===== src/rtl/regfile.sv =====
// 32 x 32-bit register file with two bypassed read ports, a raw debug read port
// and a committed-write counter. Register 0 is hard-wired to zero.
module regfile (
   input  logic        clk,
   input  logic        rst,
   input  logic        we,
   input  logic [4:0]  wAddr,
   input  logic [31:0] wData,
   input  logic        re1,
   input  logic [4:0]  rAddr1,
   output logic [31:0] rData1,
   input  logic        re2,
   input  logic [4:0]  rAddr2,
   output logic [31:0] rData2,
   input  logic [4:0]  dbgAddr,
   output logic [31:0] dbgData,
   output logic [31:0] wrCount
);

   logic [31:0] r_mem [0:31];
   logic [31:0] r_wr_count;
   logic        w_commit;

   assign w_commit = we && (wAddr != 5'd0);

   always_ff @(posedge clk or posedge rst) begin
      if (rst) begin
         for (int i = 0; i < 32; i++) begin
            r_mem[i] <= 32'h0;
         end
         r_wr_count <= 32'h0;
      end else if (w_commit) begin
         r_mem[wAddr] <= wData;
         r_wr_count   <= r_wr_count + 32'd1;
      end
   end

   // Read priority: reset, disable, index 0, same-cycle write-through, storage.
   always_comb begin
      rData1 = 32'h0;
      if (rst || !re1 || (rAddr1 == 5'd0)) begin
         rData1 = 32'h0;
      end else if (we && (wAddr == rAddr1)) begin
         rData1 = wData;
      end else begin
         rData1 = r_mem[rAddr1];
      end
   end

   always_comb begin
      rData2 = 32'h0;
      if (rst || !re2 || (rAddr2 == 5'd0)) begin
         rData2 = 32'h0;
      end else if (we && (wAddr == rAddr2)) begin
         rData2 = wData;
      end else begin
         rData2 = r_mem[rAddr2];
      end
   end

   // Debug port shows stored contents only; an in-flight write is not visible.
   always_comb begin
      dbgData = 32'h0;
      if (!rst && (dbgAddr != 5'd0)) begin
         dbgData = r_mem[dbgAddr];
      end
   end

   assign wrCount = rst ? 32'h0 : r_wr_count;

endmodule


===== config.mk =====
export PLATFORM = sky130hd
export DESIGN_NAME = regfile
export DESIGN_NICKNAME = d
export VERILOG_FILES = /design/src/rtl/regfile.sv
export SDC_FILE = /design/constraint.sdc
export NUM_CORES = 2
export LEC_CHECK = 0
export CORE_UTILIZATION = 57
export CTS_BUF_LIST = sky130_fd_sc_hd__clkbuf_16
export DETAILED_ROUTE_END_ITERATION = 7
export PLACE_DENSITY_LB_ADDON = 0.2
export SYNTH_ARGS = -nofsm -noshare
export SYNTH_HDL_FRONTEND = slang
export SYNTH_SLANG_ARGS = --single-unit
export TNS_END_PERCENT = 100

===== constraint.sdc =====
create_clock -name clk -period 55.1 [get_ports clk]
set_input_delay 13.775 -clock clk [delete_from_list [all_inputs] [get_ports clk]]
set_output_delay 13.775 -clock clk [all_outputs]
set_load 0.005 [all_outputs]

==> results.md <==
- Num CTS Buffers: 116
- CTS tree: yes
- Max Cap Viol: 0
- Via count: 49,400
- EDFF count, synth: 0
- Port Buffers: 184
- Final setup violation count: 0
- Post-synthesis sequential area ratio: 40.6%
- Min Tclk post-route: 32.31 ns
- Most frequent cell after synthesis: dfrtp_1
- Commonest cells in the netlist: dfrtp_1 (1,056), mux2_2 (1,024), mux4_2 (514), mux2i_1 (502), clkbuf_1 (290)
- Global-route wire length before repair: 339,000 um
- Yosys warns: 0
- DRT iter0 DRCs: 6,941
- CP Capture Type: output pin
- Synthesized area: 0.0651 sq mm
- Via-to-Cell Ratio: 7.78
- DR DRC count: 0
- DRT Pass-1 Iters: 6
- Largest net degree at the start of global routing: 161
- Rows: 123
- Worst endpoint required time: 41.33 ns
- Area Overhead vs Synth: 9.70%
- Vias in the first global route: 47,900
- Largest delay share family, worst path: buffers and inverters
- Fin. Hold Viols: 0
- Overall routing resource usage: 40.5%
- Cells after synthesis: 4,856
- Final Max Tran Viols: 0
- Core area: 0.113 sq mm
- Die area: 0.116 sq mm
- Worst Max-Slew Pin Slew: 1.42 ns
- Relative slew margins: 5.35%
- Crit path max fanout: 28
- Final TNS setup: 0 ns
- Clk sink count: 1,056
- Leakage power: 30.6 nW
- Die X-Extent: 340 um
- Crit path top cell by count: buf_4
- CP max stage cell: nor4_1
- Final Cycle Share: 58.6%
- Antenna viol nets, final: 0
- Setup bufs post-CTS: 0
- Root Buffer: clkbuf_16
- Clk Latency, worst-skew pair: 0.75 ns
- Worst clock skew: 0.0134 ns
- H-tree levels: 3
- Worst hold slack: 0.419 ns
- PD cells: 33.8 mW/mm^2
- Layout cells sized above 1: 39.5%
- DR WL/cell: 37.1 um
- CP arrival: 18.54 ns
- Post-synth top flop: dfrtp_1
- Post-DP HPWL: 132,000 um
- Hold-fix buffers, CTS: 0
- Outcome: completed
- Initial Utilization: 57.7%
- Post-synth cell types: 61
- Die height: 340 um
- Fill cells: 8,644
- Nets@finish: 4,792
- Total grt overflow: 0
- Worst setup path class: input port to output pin
- Worst hold path class: flip-flop to flip-flop
- Initial antenna violation count: 11
- Buf+Inv Stages, Crit Path: 4
- Worst-path cell chain: buf_4 > buf_4 > nor2b_4 > buf_4 > a22oi_1 > nand2_1 > nor3_1 > nor4_1 > clkdlybuf4s50_1
- Post-Route WL: 235,000 um
- # resized after CTS: 0
- Worst VDD drop: 32.9 uV
- Asr flop ratio synth: 100%
- CTS Buffer Depth: 3
- RSZ-0062 raised after global routing: false
- Fmax: 30.9 MHz
- RePlAce Congestion: 0.888
- Seq cells post-synth: 1,056
- CP peak stage delay: 1.16 ns
- Ports: 185
- Synth area leader: dfrtp_1
- Synth area leaders: dfrtp_1 (41%), mux4_2 (18%), mux2_2 (18%)
- CTS clk-pin slew, worst paths: 0.06 ns
- Synth Net Count: 4,914
- CP Launch Type: input port
- Share of the synthesized area in the top cell type: 40.6%
- Syn Area/Cell: 13.4 sq um
-- final cells by class --
class	instances	area (sq um)	area share (%)
timing repair buffer	317	2910	4.07
inverter	14	58.8	0.0824
multi-input combinational	3229	36500	51.1
clock buffer	116	2900	4.07
clock inverter	93	697	0.976
tap	1500	1880	2.63
sequential	1056	26400	37.0
antenna	17	42.5	0.0596
-- metal layers --
layer | track usage [%] | vias to the layer above | part of all wire (%)
met4 | 22.1 | 10 | 6.3
met5 | 0 | - | 0.028
li1 | - | 19000 | -
met2 | 58.0 | 3784 | 44
met3 | 12.7 | 878 | 13
met1 | 55.0 | 25700 | 37
-- power by group --
part           switching (mW)  leakage [nW]  internal (mW)
clock                   0.341          1.86          0.422
sequential              0.146          13.6          0.920
combinational           0.254          15.1          0.328
total                   0.741          30.6           1.67
-- metrics by stage --
stage,instances,instance area [sq um],power (mW),worst slack (ns),utilization (%)
floorplan,4856,65100,1.47,7.43,-
global placement,6116,67700,1.62,23.02,60.0
detailed placement,6116,67700,1.64,23.02,60.0
CTS,6325,71300,2.39,23.02,63.2
global route,6325,71300,2.49,22.82,63.2
finish,6342,71400,2.41,22.79,63.3
-- registers in the layout (all words and copies together), names as in the netlist --
| register | count |
|---|---|
| r_mem | 1024 |
| r_wr_count | 32 |
-- worst paths after layout --
path	from	end	slack, ns	cells past startpoint
setup / recovery	rAddr2[2]	rData2[31]	22.79	9
hold / removal	r_mem[1010]	r_mem[1010]	0.42	0
setup reg to reg	r_wr_count[0]	r_wr_count[29]	53.14	5
hold reg to reg	r_mem[1010]	r_mem[1010]	0.42	0
max in group asynchronous	rst	r_mem[694]	36.80	8
min in group asynchronous	rst	r_mem[0]	13.83	3
-- cells in the final DEF, fill, tap and decap left out, types with 18 or more instances in the layout --
cell and instances:
a22oi_1 141, nand3_1 24, inv_1 36, mux4_2 514, a21oi_1 151, clkdlybuf4s50_1 173
nor2_1 45, o22ai_1 120, clkinv_2 18, o31ai_1 32, dfrtp_1 1056, o221ai_1 128
buf_4 132, a221oi_1 70, xor2_1 21, or3_1 32, o21bai_1 25, clkinv_1 32
o21ai_0 24, mux2i_1 502, nor2b_1 25, a211o_1 25, xnor2_1 20, mux2_2 1024
nand2_1 80, clkbuf_16 116
-- kinds of logic after synthesis --
logic type / synth area share [%]
simple gates: 2.72
compound gates: 8.94
buf+inv: 3.90
xor+xnor: 0.552
fa+ha+maj: 0.0192
mux: 43.3
flops: 40.6
No activity file was read; power rests on OpenSTA's default activity.
